### config.mk
export PLATFORM = sky130hd
export DESIGN_NAME = ov7670_bringup_ctrl
export DESIGN_NICKNAME = d
export VERILOG_FILES = /design/src/rtl/cam_pkg.sv /design/src/rtl/sync_edge_det.sv /design/src/rtl/ov7670_bringup_ctrl.sv
export SDC_FILE = /design/constraint.sdc
export NUM_CORES = 1
export LEC_CHECK = 0
export CAP_MARGIN = 25
export CELL_PAD_IN_SITES_DETAIL_PLACEMENT = 1
export CELL_PAD_IN_SITES_GLOBAL_PLACEMENT = 2
export CORE_MARGIN = 5
export CORE_UTILIZATION = 37
export CTS_CLUSTER_SIZE = 30
export DETAILED_ROUTE_END_ITERATION = 8
export PLACE_DENSITY = 0.74
export SYNTH_ARGS = -nofsm -noshare
export SYNTH_HDL_FRONTEND = slang
export SYNTH_SLANG_ARGS = --single-unit
### constraint.sdc
create_clock -name xclk -period 3.35 [get_ports xclk]
set_input_delay 0.5025 -clock xclk [delete_from_list [all_inputs] [get_ports xclk]]
set_output_delay 0.5025 -clock xclk [all_outputs]
set_load 0.03 [all_outputs]
### src/rtl/cam_pkg.sv
// Shared types and default timing for the OV7670 bring-up sequencer.
package cam_pkg;

    typedef enum logic [3:0] {
        S_OFF    = 4'd0,
        S_PWDN   = 4'd1,
        S_RST    = 4'd2,
        S_SETTLE = 4'd3,
        S_CFG    = 4'd4,
        S_SKIP   = 4'd5,
        S_RUN    = 4'd6,
        S_ERR    = 4'd7,
        S_RETRY  = 4'd8
    } bringup_state_t;

    // Registered output bundle; field order matches the 7-bit literals used in the top.
    typedef struct packed {
        logic sccb_start;
        logic sccb_reset;
        logic cam_pwdn;
        logic cam_resetn;
        logic capture_en;
        logic busy;
        logic error;
    } bringup_out_t;

    localparam bringup_out_t OUT_RESET = 7'b0_1_1_0_0_0_0;

    localparam int unsigned DEF_PWDN_CYCLES        = 2_400_000;
    localparam int unsigned DEF_RST_LOW_CYCLES     = 240_000;
    localparam int unsigned DEF_RST_SETTLE_CYCLES  = 2_400_000;
    localparam int unsigned DEF_CFG_TIMEOUT_CYCLES = 24_000_000;
    localparam int unsigned DEF_SKIP_FRAMES        = 2;
    localparam int unsigned DEF_MAX_RETRY          = 3;

    function automatic int unsigned max_u(input int unsigned a, input int unsigned b);
        return (a > b) ? a : b;
    endfunction

endpackage

### src/rtl/sync_edge_det.sv
// Two-flop synchronizer for an asynchronous input plus a one-cycle rising-edge pulse.
module sync_edge_det (
    input  logic clk_i,
    input  logic rst_ni,
    input  logic d_i,
    output logic rise_o
);

    // [0] first sync stage, [1] synchronized value, [2] previous synchronized value
    logic [2:0] sh_q;

    always_ff @(posedge clk_i or negedge rst_ni) begin
        if (!rst_ni) begin
            sh_q <= '0;
        end else begin
            sh_q <= {sh_q[1:0], d_i};
        end
    end

    assign rise_o = sh_q[1] & ~sh_q[2];

endmodule

### src/rtl/ov7670_bringup_ctrl.sv
// OV7670 bring-up: power-down/reset timing, SCCB config handshake with timeout, frame skip.
// Define BRINGUP_RETRY_EN to retry a timed-out configuration up to MAX_RETRY times.
module ov7670_bringup_ctrl
    import cam_pkg::*;
#(
    parameter int unsigned PWDN_CYCLES        = DEF_PWDN_CYCLES,
    parameter int unsigned RST_LOW_CYCLES     = DEF_RST_LOW_CYCLES,
    parameter int unsigned RST_SETTLE_CYCLES  = DEF_RST_SETTLE_CYCLES,
    parameter int unsigned CFG_TIMEOUT_CYCLES = DEF_CFG_TIMEOUT_CYCLES,
    parameter int unsigned SKIP_FRAMES        = DEF_SKIP_FRAMES
`ifdef BRINGUP_RETRY_EN
    ,
    parameter int unsigned MAX_RETRY          = DEF_MAX_RETRY
`endif
) (
    input  logic       xclk,
    input  logic       reset_n,
    input  logic       start,
    input  logic       shutdown,
    input  logic       sccb_done,
    input  logic       cam_vsync,
    output logic       sccb_start,
    output logic       sccb_reset,
    output logic       cam_pwdn,
    output logic       cam_resetn,
    output logic       capture_en,
    output logic       busy,
    output logic       error,
    output logic [3:0] state_dbg
);

    localparam int unsigned MAX_CYC = max_u(max_u(PWDN_CYCLES, RST_LOW_CYCLES),
                                            max_u(RST_SETTLE_CYCLES, CFG_TIMEOUT_CYCLES));
    localparam int unsigned CNT_W   = (MAX_CYC < 2) ? 1 : $clog2(MAX_CYC);
    localparam int unsigned FR_W    = (SKIP_FRAMES < 1) ? 1 : $clog2(SKIP_FRAMES + 1);

    bringup_state_t   state_q, state_d;
    bringup_state_t   timeout_st;
    logic [CNT_W-1:0] cnt_q, cnt_d;
    logic [FR_W-1:0]  frames_q, frames_d;
    bringup_out_t     out_q, out_d;
    logic             vsync_rise;
    logic             cnt_zero;

    sync_edge_det u_vsync_det (
        .clk_i  (xclk),
        .rst_ni (reset_n),
        .d_i    (cam_vsync),
        .rise_o (vsync_rise)
    );

    assign cnt_zero = (cnt_q == '0);

`ifdef BRINGUP_RETRY_EN
    localparam int unsigned RT_W = (MAX_RETRY < 1) ? 1 : $clog2(MAX_RETRY + 1);
    logic [RT_W-1:0] retry_q, retry_d;

    assign timeout_st = (retry_q < RT_W'(MAX_RETRY)) ? S_RETRY : S_ERR;

    always_comb begin
        retry_d = retry_q;
        if (state_d == S_OFF) begin
            retry_d = '0;
        end else if (state_d == S_RETRY && state_q != S_RETRY) begin
            retry_d = retry_q + 1'b1;
        end
    end

    always_ff @(posedge xclk or negedge reset_n) begin
        if (!reset_n) begin
            retry_q <= '0;
        end else begin
            retry_q <= retry_d;
        end
    end
`else
    assign timeout_st = S_ERR;
`endif

    always_comb begin
        state_d  = state_q;
        cnt_d    = cnt_zero ? cnt_q : cnt_q - 1'b1;
        frames_d = frames_q;
        case (state_q)
            S_OFF:    if (start) state_d = S_PWDN;
            S_PWDN:   if (cnt_zero) state_d = S_RST;
            S_RST:    if (cnt_zero) state_d = S_SETTLE;
            S_SETTLE: if (cnt_zero) state_d = S_CFG;
            S_CFG: begin
                if (sccb_done) begin
                    state_d = S_SKIP;
                end else if (cnt_zero) begin
                    state_d = timeout_st;
                end
            end
            S_SKIP: begin
                // Each frame edge restarts the per-frame timeout window.
                if (frames_q == '0) begin
                    state_d = S_RUN;
                end else if (vsync_rise) begin
                    if (frames_q == FR_W'(1)) begin
                        state_d = S_RUN;
                    end else begin
                        frames_d = frames_q - 1'b1;
                        cnt_d    = CNT_W'(CFG_TIMEOUT_CYCLES - 1);
                    end
                end else if (cnt_zero) begin
                    state_d = S_ERR;
                end
            end
            S_RUN:    state_d = S_RUN;
            S_ERR:    if (start) state_d = S_PWDN;
            S_RETRY:  if (cnt_zero) state_d = S_SETTLE;
            default:  state_d = S_OFF;
        endcase

        if (shutdown) begin
            state_d = S_OFF;
        end

        if (state_d != state_q) begin
            case (state_d)
                S_PWDN:          cnt_d = CNT_W'(PWDN_CYCLES - 1);
                S_RST, S_RETRY:  cnt_d = CNT_W'(RST_LOW_CYCLES - 1);
                S_SETTLE:        cnt_d = CNT_W'(RST_SETTLE_CYCLES - 1);
                S_CFG, S_SKIP:   cnt_d = CNT_W'(CFG_TIMEOUT_CYCLES - 1);
                default:         cnt_d = '0;
            endcase
            frames_d = FR_W'(SKIP_FRAMES);
        end
    end

    // Outputs follow the state being entered; S_ERR leaves the camera pins where they were.
    always_comb begin
        out_d = out_q;
        case (state_d)
            S_OFF:    out_d = OUT_RESET;
            //                  start rst pwdn resetn cap busy err
            S_PWDN:   out_d = 7'b0_1_1_0_0_1_0;
            S_RST:    out_d = 7'b0_1_0_0_0_1_0;
            S_SETTLE: out_d = 7'b0_0_0_1_0_1_0;
            S_CFG:    out_d = 7'b1_0_0_1_0_1_0;
            S_SKIP:   out_d = 7'b0_0_0_1_0_1_0;
            S_RUN:    out_d = 7'b0_0_0_1_1_0_0;
            S_RETRY:  out_d = 7'b0_1_0_0_0_1_0;
            S_ERR: begin
                out_d.sccb_start = 1'b0;
                out_d.capture_en = 1'b0;
                out_d.busy       = 1'b0;
                out_d.error      = 1'b1;
            end
            default:  out_d = OUT_RESET;
        endcase
    end

    always_ff @(posedge xclk or negedge reset_n) begin
        if (!reset_n) begin
            state_q  <= S_OFF;
            cnt_q    <= '0;
            frames_q <= '0;
            out_q    <= OUT_RESET;
        end else begin
            state_q  <= state_d;
            cnt_q    <= cnt_d;
            frames_q <= frames_d;
            out_q    <= out_d;
        end
    end

    assign sccb_start = out_q.sccb_start;
    assign sccb_reset = out_q.sccb_reset;
    assign cam_pwdn   = out_q.cam_pwdn;
    assign cam_resetn = out_q.cam_resetn;
    assign capture_en = out_q.capture_en;
    assign busy       = out_q.busy;
    assign error      = out_q.error;
    assign state_dbg  = state_q;

endmodule

Yosys cells after proc, flatten, opt, wreduce, memory -nomap -nowiden
Cells that the tools add are included.
W data, S select, Z words.
- output and inout bits: 11
- input bits: 6
- word-level logic and storage cells: 74
- flip-flop bits (word level): 41
- reduce and logical (&&, ||, !) cells: 13
- eq/ne operators: 20
- bitwise gates (word level): 2
- muxes and demuxes: 26
- add/subtract/negate cells: 2
- operator list (cell ; count):
    $mux W25 ; 6
    $pmux W25 S3 ; 1
    $mux W4 ; 10
    $eq A4 B3 Y1 const B ; 8
    $pmux W4 S7 ; 1
    $logic_not A25 Y1 ; 1
    $sub A25 B1 Y25 const B ; 1
    $pmux W3 S3 ; 2
    $eq A4 B2 Y1 const B ; 4
    $mux W2 ; 5
    $reduce_or A2 Y1 ; 5
    $eq A4 B1 Y1 const B ; 2
    $eq A4 B4 Y1 const B ; 2
    $reduce_or A6 Y1 ; 1
    $logic_not A4 Y1 ; 1
    $ne A2 B1 Y1 const B ; 2
    $ne A4 B4 Y1 ; 1
    $reduce_and A4 Y1 ; 1
    $reduce_bool A2 Y1 ; 2
    $reduce_or A4 Y1 ; 1
    $eq A2 B1 Y1 const B ; 1
    $logic_not A2 Y1 ; 1
    $sub A2 B1 Y2 const B ; 1
    $and A1 B1 Y1 ; 1
    other kinds (2) ; 2

Depth between registers and ports, before layout
Gate-level depths: netlist of the first run.
- depth after elaboration: 10
- mapped depth: 10
- depth with buffers taken out: 10

By module
Synthesis of the first run repeated with hierarchy kept, for this count alone.
- cells, all modules: 253
- area total of the unflattened synthesis: 2387.3 um^2
- by module, submodules not included (module ; cells each ; instances ; area an instance (um^2) ; seq. area each (um^2)):
    ov7670_bringup_ctrl ; 249 ; 1 ; 2298.5 ; 953.4
    sync_edge_det ; 4 ; 1 ; 88.8 ; 75.1

Worst setup path before layout of the first run
No wires, ideal clock.
- path type: flip-flop to flip-flop
- start point: register cnt_q[0]
- end point: register cnt_q[3]
- stages on the path, launching flop included: 10
- clock period less this slack: 2.568 ns
- path slack: 0.782 ns
- path buffers: 0
- required time: 3.213 ns
- arrival: 2.430 ns
- library setup time: 0.137 ns
- cells stage by stage: dfrtp_1 -> inv_1 -> ha_1 -> or4b_4 -> nor3_4 -> nand4b_4 -> a221oi_4 -> nand3b_2 -> a221oi_4 -> a31oi_1
- word-level cells in the longest chain between the ends: 10
- elaborated cells between the ends (all ways): 28
- classes of those cells: add/sub (1); eq/ne (7); mux (16); reduce/logical (4)
- ends and longest elaborated chain (item ; RTL line ; source):
    start, declared ; ov7670_bringup_ctrl.sv:39 ; logic [CNT_W-1:0] cnt_q, cnt_d;
    start signal, assigned ; ov7670_bringup_ctrl.sv:164 ; cnt_q <= cnt_d;
    $logic_not A25 Y1 ; ov7670_bringup_ctrl.sv:52 ; assign cnt_zero = (cnt_q == '0);
    $mux W4 ; ov7670_bringup_ctrl.sv:92, ov7670_bringup_ctrl.sv:107 ;
    $mux W4 ; ov7670_bringup_ctrl.sv:100 ; end else if (vsync_rise) begin
    $mux W4 ; ov7670_bringup_ctrl.sv:98 ; if (frames_q == '0) begin
    $pmux W4 S7 ; ov7670_bringup_ctrl.sv:84 ; case (state_q)
    $mux W4 ; ov7670_bringup_ctrl.sv:117 ; if (shutdown) begin
    $eq A4 B3 Y1, or another cell as far along ; ov7670_bringup_ctrl.sv:122 ; case (state_d)
    $reduce_or A2 Y1 (on tied branches) ; -- ;
    $pmux W25 S3 ; ov7670_bringup_ctrl.sv:122 ;
    $mux W25 (*) ; ov7670_bringup_ctrl.sv:121 ; if (state_d != state_q) begin
    via cnt_d[3] ; ov7670_bringup_ctrl.sv:39 ;
Mark *: on every way through the listed nets, which the timed path passes. The rest lies on a longest branch.
A chain may end at the register's enable or synchronous reset.

Final worst setup path of the first run
- start point: register cnt_q[0]
- end point: register cnt_q[12]
Same word-level chain as after synthesis.

==> results.md, run 1 <==
- Status: finished, final reports clean
- Unique masters post-synth: 63
- Placement Setup Slack: 173.9 ps
- Total Wirelength: 6548 um
- Internal Power: 904.7 uW
- Share of the synthesized area in the top cell type: 0.3904
- Initial core utilization: 0.3742
- Nets@finish: 296
- Maximum clock rate: 333.8 MHz
- Row count: 30
- Most frequent cells in the layout: dfrtp_1, a21oi_1, nand2_1
- Worst Skew: 8.815 ps
- Largest net degree at the start of global routing: 42
- Crit path launch type: flop
- Pre-antenna DRT Iters: 4
- Power Density: 447.0 nW/um^2
- H-tree lvl count: 2
- Synth Cell Area: 2500 sq um
- Gate Count Post-Synth: 264
- Worst Path Required: 3510 ps
- P_sw: 397.9 uW
- Die height: 92.20 um
- Fin. Hold Viols: 0
- Sequential cell area fraction in the yosys report: 0.4114
- Synth Area in Adders: 0.01502
- Seq cells post-synth: 41
- Period utilization: 0.8942
- Post-layout instance area: 2914 sq um
- GRT Residual Overflow: 0
- Slew at the pin closest to its max-slew limit: 567.4 ps
- Cells after DPL: 358
- Initial DRC Count: 80
- Maxcap violations: 0
- Final std cells w/o fill: 368
- Synthesized net count: 273
- Post-Synth XOR/XNOR Area: 0.06657
- Simple logic cell fraction of the synthesized area: 0.2472
- First-pass GRT wire length: 11320 um
- Ant diodes: 0
- Mux contribution to synthesized area: 0.008008
- Vias in the first global route: 2134
- Setup Crit Path Kind: reg2reg
- Combinational share of power: 0.196
- Setup slack after layout: 354.5 ps
- Finish-stage setup viols: 0
- Worst Path Max Fanout: 9
- Dominant synthesized flop cell: dfrtp_1
- EDFF count, synth: 0
- Switching Fraction: 0.3055
- Total power: 1.303 mW
- Top cells by area, synth: dfrtp_1, a21oi_1, xnor2_1
- Placed Instance Area: 2763 sq um
- Hold Crit Class: in2async
- Setup TNS: 0 ps
- CTS tree: yes
- FILL cells: 782
- Largest family of logic cells by synthesized area: simple AND/OR/NAND/NOR gates
- CP arrival: 3150 ps
- Layout cell share with drive strength beyond 1: 0.1319
- Residual DRC count: 0
- Fin. max-slew vios: 0
- Post-DP HPWL: 4675 um
- Peak supply drop: 0.1830 mV
- Most common cell after layout, fill and taps aside: dfrtp_1
- Ys Warns: 0
- IO Port Bufs: 16
- Overall routing resource usage: 0.1677
- Area of the multi-input gates: 1399 sq um
- Final worst path period need: 2996 ps
- Synth Area in Compound Gates: 0.2197
- Util after Layout: 0.4361
- Clock Sinks: 41
- Root buffer cell: clkbuf_8
- Clock buffer depth: 2
- Storage cell area: 1028 sq um
- Post-DR vias/cell: 5.655
- Synth async-reset ratio: 1.000
- Relative slew slack: 0.6218
- Num CTS Buffers: 5
- Clock share of power: 0.328
- Leak: 1.239 nW
- Hold buffer count at CTS: 0
- Gpl congestion: 0.8013
- Hold WS: 103.7 ps
- Core Region: 6681 sq um
- RSZ-0062 raised after global routing: no
- Reg power frac: 0.476
- Crit. End Element: flop
- Layout area overhead: 16.57%
- Clk pin slew, worst setup/hold paths: 90 ps
- Vias: 2081
- Syn_area_per_cell: 9.469 sq um
- Initial antenna violation count: 0
- Post-route ant nets: 0
- Clock latency on the worst-skew pair: 300 ps
- Die W: 92.20 um
- Yosys top cell by area: dfrtp_1
- Die ar.: 8500 sq um
- Routed length per instance: 17.79 um
- # IOs: 17
-- timing repair --
item	CTS	global route
setup buffers	0	1
endpoints found under the setup margin	0	12
gates resized for setup	0	2
-- sequential cells by signal, summed over array words and instances, names as in the netlist --
signal	cells
sccb_start	1
busy	1
cam_pwdn	1
cam_resetn	1
state_dbg	4
frames_q	2
cnt_q	25
u_vsync_det.sh_q	3
sccb_reset	1
error	1
capture_en	1
-- final timing paths --
check                                 endpoint           startpoint  slack [ps]  cells after the start
max                                  cnt_q[12]             cnt_q[0]         350                      9
min reg2reg                u_vsync_det.sh_q[1]  u_vsync_det.sh_q[0]         360                      0
max in group asynchronous             cam_pwdn              reset_n        2700                      2
max reg2reg                          cnt_q[12]             cnt_q[0]         350                      9
min                                   cnt_q[1]              reset_n         100                      1
min in group xclk          u_vsync_det.sh_q[1]  u_vsync_det.sh_q[0]         360                      0
-- area by class of cell --
class | count | area share
multi-input cells | 204 | 0.4800
flip-flops and latches | 41 | 0.3529
repair buffers | 25 | 0.07986
clock buffers | 7 | 0.02963
clock inverters | 1 | 0.01030
inverters | 10 | 0.01288
well taps | 80 | 0.03435
-- power by group through the flow --
| stage | Clock [mW] | Combinational (mW) | Sequential [mW] |
|---|---|---|---|
| 4_1_cts | 0.446 | 0.255 | 0.621 |
| 5_1_grt | 0.468 | 0.288 | 0.631 |
| 3_3_place_gp | 0 | 0.251 | 0.629 |
| 2_1_floorplan | 0 | 0.186 | 0.614 |
| 3_5_place_dp | 0 | 0.255 | 0.629 |
| 6_report | 0.427 | 0.255 | 0.620 |
-- logic make-up (layout without fill, tap and decap cells) --
logic type / count (synthesis) / in the layout
compound gates: 76 / 76
simple gates: 104 / 104
fa+ha+maj: 3 / 3
mux: 2 / 2
flops: 41 / 41
buf+inv: 19 / 43
xor+xnor: 19 / 19
-- routing by layer --
layer,global-route usage,share of wire
met5,0,0
met4,0.04084,0.011
met3,0.03035,0.031
met2,0.2543,0.43
met1,0.2463,0.53
-- synth_stat cells, drive strengths merged (6+ instances only) --
master / number
nor2: 17
nand3: 6
and2: 8
nand2b: 7
xor2: 9
inv: 10
xnor2: 10
or2: 7
dfrtp: 39
nor4: 9
o21ai: 11
nand2: 20
a21oi: 24
-- critical path, stage by stage, from the launching register on --
cell and delay (ps):
dfrtp_1 410, inv_1 70, ha_1 200, or4b_4 510, nor4_1 260, nand3_1 150, o211ai_2 410, o31ai_1 230
a22oi_1 530, a21oi_1 80
Power figures use the tool's default switching activity.
==> run 2: changes to the inputs <==
--- a/config.mk
+++ b/config.mk
@@ -8,7 +8,7 @@
 export CAP_MARGIN = 25
 export CELL_PAD_IN_SITES_DETAIL_PLACEMENT = 1
 export CELL_PAD_IN_SITES_GLOBAL_PLACEMENT = 2
-export CORE_MARGIN = 5
+export CORE_MARGIN = 4
 export CORE_UTILIZATION = 37
 export CTS_CLUSTER_SIZE = 30
 export DETAILED_ROUTE_END_ITERATION = 8
==> run 2 against run 1 <==
  * Core utilization up 1.0 points
  * First-iteration DRC count down 16%
  * Setup slack better by 31 ps
  * Count of clock-buffer cells in the layout down 2
  * Combinational power up 2%
  * Critical path type unchanged
  * Largest cell class unchanged
==> results.md, run 2 (synthesis results as in run 1) <==
- GRT Residual Overflow: 0 (unchanged)
- Initial DRC Count: 67 (-16%)
- Storage cell area: 1028 sq um (unchanged)
- Fin. max-slew vios: 0 (unchanged)
- Row count: 29 (-3.3%)
- Crit path launch type: flop
- Nets@finish: 296 (unchanged)
- Die W: 90.20 um (-2.2%)
- Status: finished, final reports clean
- Min-delay src: u_vsync_det.sh_q[0]
- Pre-antenna DRT Iters: 4 (unchanged)
- Die ar.: 8135 sq um (-4.3%)
- Routed length per instance: 17.59 um (-1.2%)
- Leak: 1.225 nW (-1.2%)
- Hold Path Sink: u_vsync_det.sh_q[1]
- Setup slack after layout: 385.1 ps (+30.68 ps)
- Worst Path Required: 3510 ps (about the same)
- Final worst path period need: 2965 ps (-30.68 ps)
- Layout area overhead: 15.27%
- Post-DP HPWL: 4704 um (+0.61%)
- IO Port Bufs: 16 (unchanged)
- Worst Skew: 12.26 ps (+3.450 ps)
- Relative slew slack: 0.6011 (-0.02066)
- Worst Path Max Fanout: 9 (unchanged)
- Reg-to-reg endpoint: cnt_q[1]
- Clock share of power: 0.276 (-0.052)
- H-tree lvl count: 2 (unchanged)
- FILL cells: 755 (-3.5%)
- Crit. End Element: flop
- FF-to-FF setup slack: 390 ps (+30 ps)
- CP arrival: 3120 ps (-30 ps)
- Power Density: 421.4 nW/um^2 (-5.7%)
- Total Wirelength: 6419 um (-2.0%)
- Clk pin slew, worst setup/hold paths: 80 ps (about the same)
- Setup Crit Path Kind: reg2reg
- Reg power frac: 0.511 (+0.035)
- Setup TNS: 0 ps (unchanged)
- Post-route ant nets: 0 (unchanged)
- Gpl congestion: 0.8136 (+1.5%)
- Layout cell share with drive strength beyond 1: 0.1319 (unchanged)
- Root buffer cell: clkbuf_8
- Num CTS Buffers: 5 (unchanged)
- Combinational share of power: 0.213 (+0.017)
- Vias in the first global route: 2101 (-1.5%)
- Biggest register: cnt_q
- Overall routing resource usage: 0.1634 (-0.004334)
- Slew at the pin closest to its max-slew limit: 595.6 ps (+28.21 ps)
- Vias: 2094 (+0.62%)
- Area of the multi-input gates: 1394 sq um (-0.36%)
- Clock latency on the worst-skew pair: 300 ps (about the same)
- Initial antenna violation count: 0 (unchanged)
- # IOs: 17 (unchanged)
- Fin. Hold Viols: 0 (unchanged)
- Most common cell after layout, fill and taps aside: dfrtp_1
- Maximum clock rate: 337.3 MHz (+1.0%)
- Initial core utilization: 0.3871 (+0.01290)
- Peak supply drop: 0.2503 mV (+37%)
- First-pass GRT wire length: 10840 um (-4.2%)
- Crit Reg-Reg Startpoint: cnt_q[0]
- Post-DR vias/cell: 5.737 (+1.5%)
- Clock buffer depth: 2 (unchanged)
- Core Region: 6459 sq um (-3.3%)
- Worst r2r path cells: 9 (unchanged)
- Switching Fraction: 0.3314 (+0.02593)
- Period utilization: 0.8850 (-0.009157)
- Maxcap violations: 0 (unchanged)
- Max reg flops: 25 (unchanged)
- Residual DRC count: 0 (unchanged)
- Placement Setup Slack: 252.1 ps (+78.13 ps)
- Worst hold path depth: 0
- P_sw: 402.4 uW (+1.1%)
- Clock Sinks: 41 (unchanged)
- RSZ-0062 raised after global routing: no
- Most frequent cells in the layout: dfrtp_1, a21oi_1, nand2_1
- CTS tree: yes
- Internal Power: 811.8 uW (-10%)
- Ant diodes: 0 (unchanged)
- Largest net degree at the start of global routing: 42 (unchanged)
- Finish-stage setup viols: 0 (unchanged)
- Die height: 90.20 um (-2.2%)
- Hold Crit Class: reg2reg
-- run 2: layout make-up --
class / count / area share
Clock buffer: 5 / 0.02388
Clock inverter: 3 / 0.007382
Inverter: 10 / 0.01303
Multi-Input combinational cell: 204 / 0.4837
Sequential cell: 41 / 0.3569
Tap cell: 77 / 0.03343
Timing Repair Buffer: 25 / 0.08163
-- run 2: what timing repair did --
action	4_1_cts	5_1_grt
gates resized for setup	0	1
buffers inserted	0	0
hold buffers	0	1
setup endpoints to repair	0	12
endpoints found under the hold margin	0	2
-- run 2: how the worst max path moves through the flow --
stage / startpoint / endpoint / slack, ps
2_1_floorplan: cnt_q[0] / cnt_q[3] / 780
3_3_place_gp: cnt_q[0] / cnt_q[12] / 190
3_5_place_dp: cnt_q[0] / cnt_q[18] / 250
4_1_cts: cnt_q[0] / cnt_q[7] / 230
5_1_grt: cnt_q[0] / cnt_q[1] / 10
6_report: cnt_q[0] / cnt_q[1] / 390
-- run 2: power groups by stage --
stage	logic [mW]	clock network (mW)	registers [mW]
after global placement	0.253	0	0.627
after floorplan	0.186	0	0.614
after detailed placement	0.258	0	0.629
after global routing	0.290	0.377	0.630
after CTS	0.259	0.347	0.620
final	0.259	0.335	0.621
-- run 2: worst max-delay path, cell delays in order, from the launching register on --
cell,delay (ps)
dfrtp_1,410
inv_1,70
ha_1,220
or4b_4,510
nor4_1,260
nand3_1,150
o211ai_2,390
o31ai_1,240
a221oi_4,510
a21oi_1,80
-- run 2: stage by stage --
stage | hold slack (ps) | util | total power [mW] | area (sq um) | cells
floorplan | 206.9 | - | 0.7997 | 2500 | 264
finish | 352.9 | 0.4461 | 1.214 | 2882 | 365
detailed placement | 337.1 | 0.4272 | 0.8865 | 2759 | 355
global route | 362.3 | 0.4461 | 1.296 | 2882 | 365
global placement | 346.1 | 0.4264 | 0.8801 | 2754 | 354
CTS | 355.5 | 0.4411 | 1.225 | 2849 | 363
-- run 2: per-layer routing --
metal	wire, um	GRT usage	part of all wire	vias to the layer above
met2	2820	0.2340	0.44	24
met1	3371	0.2525	0.53	1053
li1	-	-	-	1013
met4	46	0.03827	0.0072	0
met5	0	0	0	-
met3	180	0.02922	0.028	4
==> RTL change 1: new RTL, config.mk and constraints of run 1 <==
Set the package constant `DEF_SKIP_FRAMES` to 4 (it was 2).
--- a/src/rtl/cam_pkg.sv
+++ b/src/rtl/cam_pkg.sv
@@ -30,7 +30,7 @@
     localparam int unsigned DEF_RST_LOW_CYCLES     = 240_000;
     localparam int unsigned DEF_RST_SETTLE_CYCLES  = 2_400_000;
     localparam int unsigned DEF_CFG_TIMEOUT_CYCLES = 24_000_000;
-    localparam int unsigned DEF_SKIP_FRAMES        = 2;
+    localparam int unsigned DEF_SKIP_FRAMES        = 4;
     localparam int unsigned DEF_MAX_RETRY          = 3;
 
     function automatic int unsigned max_u(input int unsigned a, input int unsigned b);
Check against the original RTL: same outputs for any inputs over 10 cycles, from zero or initial values and one cycle with reset_n low; that may be too few to reach the edited logic, so the function may still have changed.
==> RTL change 1 against run 1 <==
- worst setup slack worse by 230 ps
- synthesized area up 2.7%
- largest cell class unchanged
- non-clock buffer count grew 6
- total power rose by 13%
- routed wire length up 9.0%
- clock skew rose by 7.6 ps
- cell area is 0.60% higher
- sequential cell count increased by 1
==> RTL change 1: results (changes against run 1) <==
stage,metric,value,unit,change
route,Met3 Wirelength,178,µm,was 205 µm
synthesis,"Distinct cells, synth",61,,was 63
synthesis,Mapped Nets,276,,was 273
timing,final worst slack,128,ps,was 354 ps
place,Setup WS pre-CTS,168,ps,was 174 ps
critical_path,top fanout value on the critical path,7,,was 9
route,Starting DRT DRC Count,75,,was 80
place,DP HPWL,5.27,mm,was 4.68 mm
critical_path,CP max stage delay,500,ps,was 530 ps
route,DR WL met2,3.47,mm,was 2.79 mm
synthesis,multiplexer share of the synthesized area,0,%,was 0.801%
global_route,first-pass GRT wire length,11.5,mm,was 11.3 mm
timing,Hold Slack,359,ps,was 104 ps
critical_path,Reg2Reg Capture Point,cnt_q[15],,was cnt_q[12]
cells_and_area,Nets,301,,was 296
synthesis,post-synthesis adder-cell area fraction,1.95,%,was 1.50%
route,routed len/inst,19.2,µm,was 17.8 µm
critical_path,"Slowest-stage cell, CP",or3b_2,,was a22oi_1
cells_and_area,layout cell share with drive strength beyond 1,16.1,%,was 13.2%
critical_path,worst reg2reg path depth,10,,was 9
synthesis,Synth Area in Compound Gates,18.7,%,was 22.0%
synthesis,ranking of synthesized cells by area,"dfrtp_1, xnor2_1, xor2_1, nor2_1, nand2_1",,"was dfrtp_1, a21oi_1, xnor2_1, xor2_1, nand2_1"
timing,Rel. slew slack,51.3,%,was 62.2%
synthesis,register area share after synthesis,41.1,%,about the same
route,met1 WL,3.40,mm,was 3.48 mm
place,Routability Congestion,0.845,,was 0.801
synthesis,Synth async-reset ratio,100,%,unchanged
synthesis,Synth top cells by count,"dfrtp_1, nor2_1, nand2_1",,"was dfrtp_1, a21oi_1, nand2_1"
cells_and_area,FILL cells,786,,was 782
global_route,GRT met1 Usage,22.6,%,was 24.6%
global_route,largest net degree at the start of global routing,43,,was 42
run_status,status,"complete, no violations",,unchanged
global_route,number of global-route vias before repair,2199,,was 2134
critical_path,WP data arrival,3410,ps,was 3150 ps
global_route,met3 global-route usage,2.98,%,was 3.04%
place,placed cells,362,,was 358
global_route,Overall Global Routing Usage,17.2,%,was 16.8%
RTL change 1: cell count changes in the layout (fill, tap and decap cells not counted), sizes merged, moves of 5 or more:
| cell | change |
|---|---|
| nor2 | +7 |
| or2 | -5 |
| buf | +5 |
| nand2b | -6 |
| and2 | -7 |
| a21oi | -6 |
| a22oi | +6 |
| o21ai | -8 |
| nor3 | +7 |
RTL change 1: power groups by stage:
stage	Clock [W]	Combinational [W]	Sequential [W]
after floorplan	0	0.000315	0.000691
after global placement	0	0.000418	0.000711
after detailed placement	0	0.000425	0.000714
after CTS	0.000355	0.000428	0.000705
after global routing	0.000380	0.000473	0.000722
final	0.000344	0.000427	0.000706
RTL change 1: area by class of cell:
type                    instances  area, µm²  share of cell area, %
inverters                      11       41.3                   1.41
clock buffers                   5       68.8                   2.35
repair buffers                 31        283                   9.65
clock inverters                 3       23.8                  0.811
multi-input cells             200       1360                   46.4
well taps                      80        100                   3.41
flip-flops and latches         42       1050                   35.9
==> RTL change 2: new RTL, flow settings as in run 1 <==
Made on the original files. Register the output `cam_pwdn`, without a reset; this adds one clock of latency there. The other outputs are not delayed to match.
--- a/src/rtl/ov7670_bringup_ctrl.sv
+++ b/src/rtl/ov7670_bringup_ctrl.sv
@@ -33,6 +33,8 @@
                                             max_u(RST_SETTLE_CYCLES, CFG_TIMEOUT_CYCLES));
     localparam int unsigned CNT_W   = (MAX_CYC < 2) ? 1 : $clog2(MAX_CYC);
     localparam int unsigned FR_W    = (SKIP_FRAMES < 1) ? 1 : $clog2(SKIP_FRAMES + 1);
+
+    logic cam_pwdn_d;
 
     bringup_state_t   state_q, state_d;
     bringup_state_t   timeout_st;
@@ -169,12 +171,16 @@
 
     assign sccb_start = out_q.sccb_start;
     assign sccb_reset = out_q.sccb_reset;
-    assign cam_pwdn   = out_q.cam_pwdn;
+    assign cam_pwdn_d = out_q.cam_pwdn;
     assign cam_resetn = out_q.cam_resetn;
     assign capture_en = out_q.capture_en;
     assign busy       = out_q.busy;
     assign error      = out_q.error;
     assign state_dbg  = state_q;
 
+    always_ff @(posedge xclk) begin
+        cam_pwdn <= cam_pwdn_d;
+    end
+
 endmodule
 
Check against the original RTL: no difference found for any inputs over 10 cycles, from zero or initial values and one cycle with reset_n low; that may be too few to reach the edited logic, so the function may still have changed.
==> RTL change 2 against run 1 <==
- cell area rose by 0.26%
- sequential cell count rose by 1
- clock skew rose by 2.9 ps
- sequential power rose by 2%
- routed wire length rose by 0.47%
- global-route usage fell by 0.30 points
- first-iteration DRC count fell by 5.0%
- critical path depth did not move
- combinational power rose by 3%
- total power fell by 5.4%
- critical endpoint is now cnt_q[6]
- hold slack improved by 250 ps
- worst setup slack got worse by 31 ps
- synthesized cell count rose by 0.38%
- synthesized area rose by 0.80%
==> RTL change 2: results (changes against run 1) <==
stage,metric,value,unit,change
critical_path,"CP delay by family, top",compound AO/OA/AOI/OAI gates,,unchanged
timing,Final Skew,11.7,ps,was 8.81 ps
cells_and_area,Nets,299,,was 296
clocking,Clock Path Buffers,2,,unchanged
synthesis,"Distinct cells, synth",64,,was 63
global_route,first-pass GRT wire length,11.3,mm,unchanged
clocking,TritonCTS Buffers,5,,unchanged
run_status,status,"complete, no violations",,unchanged
global_route,Overall Global Routing Usage,16.5,%,was 16.8%
cells_and_area,max reg flops,25,,unchanged
route,Starting DRT DRC Count,76,,was 80
synthesis,Yosys warnings,0,,unchanged
pwr,switching part of the total,33.2,%,was 30.5%
clocking,Root Driver,clkbuf_8,,unchanged
pwr,static leakage,1.24,nW,about the same
hold_path,Worst Hold Class,reg -> reg,,was in -> async
route,DRT Pass-1 Iters,4,,unchanged
clocking,later-pin clock latency in the skew report,310,ps,
clocking,Worst-path clk slew,90,ps,about the same
pwr,VDD IR max,0.218,mV,was 0.183 mV
place,Setup WS pre-CTS,134,ps,was 174 ps
cells_and_area,Ant. Diodes,0,,unchanged
place,Routability Congestion,0.786,,was 0.801
route,Via Count,2109,,was 2081
synthesis,register area share after synthesis,41.6,%,was 41.1%
route,routed len/inst,17.7,µm,was 17.8 µm
synthesis,Mapped Nets,274,,was 273
synthesis,Synth top cells by count,"dfrtp_1, a21oi_1, nand2_1",,unchanged
place,Port Buffers,16,,unchanged
place,DP HPWL,4.74,mm,was 4.68 mm
global_route,number of global-route vias before repair,2199,,was 2134
critical_path,"Slowest-stage cell, CP",a221oi_4,,was a22oi_1
synthesis,Synth async-reset ratio,97.6,%,was 100%
cells_and_area,layout cell share with drive strength beyond 1,13.7,%,was 13.2%
critical_path,top fanout value on the critical path,9,,unchanged
clocking,H-tree depth,2,,unchanged
critical_path,CP max stage delay,520,ps,
synthesis,ranking of synthesized cells by area,"dfrtp_1, a21oi_1, xnor2_1, xor2_1, nand2_1",,unchanged
synthesis,Main synth FF type,dfrtp_1,,unchanged
cells_and_area,Top reg by flops,cnt_q,,unchanged
timing,measured slew at the worst slew-check pin,613,ps,was 567 ps
cells_and_area,FILL cells,782,,unchanged
global_route,largest net degree at the start of global routing,42,,unchanged
global_route,initial antenna violation count,0,,unchanged
==> RTL change 2: changes by cell type after synthesis, sizes merged <==
cell,change
dfxtp,+1
==> RTL change 2: layout make-up <==
class	count	share of cell area (%)
clock buffer	6	2.48
clock inverter	2	0.471
inverter	10	1.28
multi-input combinational	204	47.9
sequential	42	35.9
tap	80	3.43
timing repair buffer	27	8.57
==> RTL change 2: kinds of logic after synthesis <==
kind of cell,Yosys count,synth area share (%)
AO/OA/AOI/OAI,76,21.8
XOR/XNOR,19,6.60
adder cells (fa/ha/maj),3,1.49
buffers and inverters,19,3.18
flip-flops,42,41.6
multiplexers,2,0.794
AND/OR/NAND/NOR,104,24.5
==> RTL change 2: worst paths after layout <==
kind                       slack [ps]           startpoint  cells after the start                   to
max reg2reg                       320             cnt_q[0]                      9             cnt_q[6]
min in group asynchronous         520              reset_n                      2             cnt_q[4]
min                               350  u_vsync_det.sh_q[0]                      0  u_vsync_det.sh_q[1]
min reg2reg                       350  u_vsync_det.sh_q[0]                      0  u_vsync_det.sh_q[1]
max                               320             cnt_q[0]                      9             cnt_q[6]
max in group asynchronous        2370              reset_n                      3           sccb_reset
==> RTL change 2: repair_timing <==
item                       in CTS  in global routing
gates resized for setup         0                  2
hold buffers                    0                  1
hold endpoints to repair        0                  1
setup endpoints to repair       0                 15
setup buffers                   0                  2
==> RTL change 2: stage by stage <==
step	cells	area, µm²	util (%)	hold WS (ps)
6_report	371	2920	43.5	355
5_1_grt	371	2920	43.5	360
4_1_cts	367	2870	42.7	358
3_5_place_dp	359	2780	41.4	342
3_3_place_gp	358	2780	41.3	343
2_1_floorplan	265	2520	-	207
==> RTL change 2: power groups by stage <==
stage	combinational (W)	clock, W	sequential (W)
final	0.000262	0.000337	0.000633
after global routing	0.000293	0.000373	0.000642
after CTS	0.000259	0.000347	0.000632
after detailed placement	0.000257	0	0.000641
after global placement	0.000252	0	0.000640
after floorplan	0.000186	0	0.000626
==> RTL change 2: layer usage <==
layer	GRT usage, %	vias up	part of all wire, %
met3	3.57	9	3.5
met2	24.5	29	45
met1	24.0	1051	51
met5	0	-	0
li1	-	1020	-
met4	4.58	0	1.0
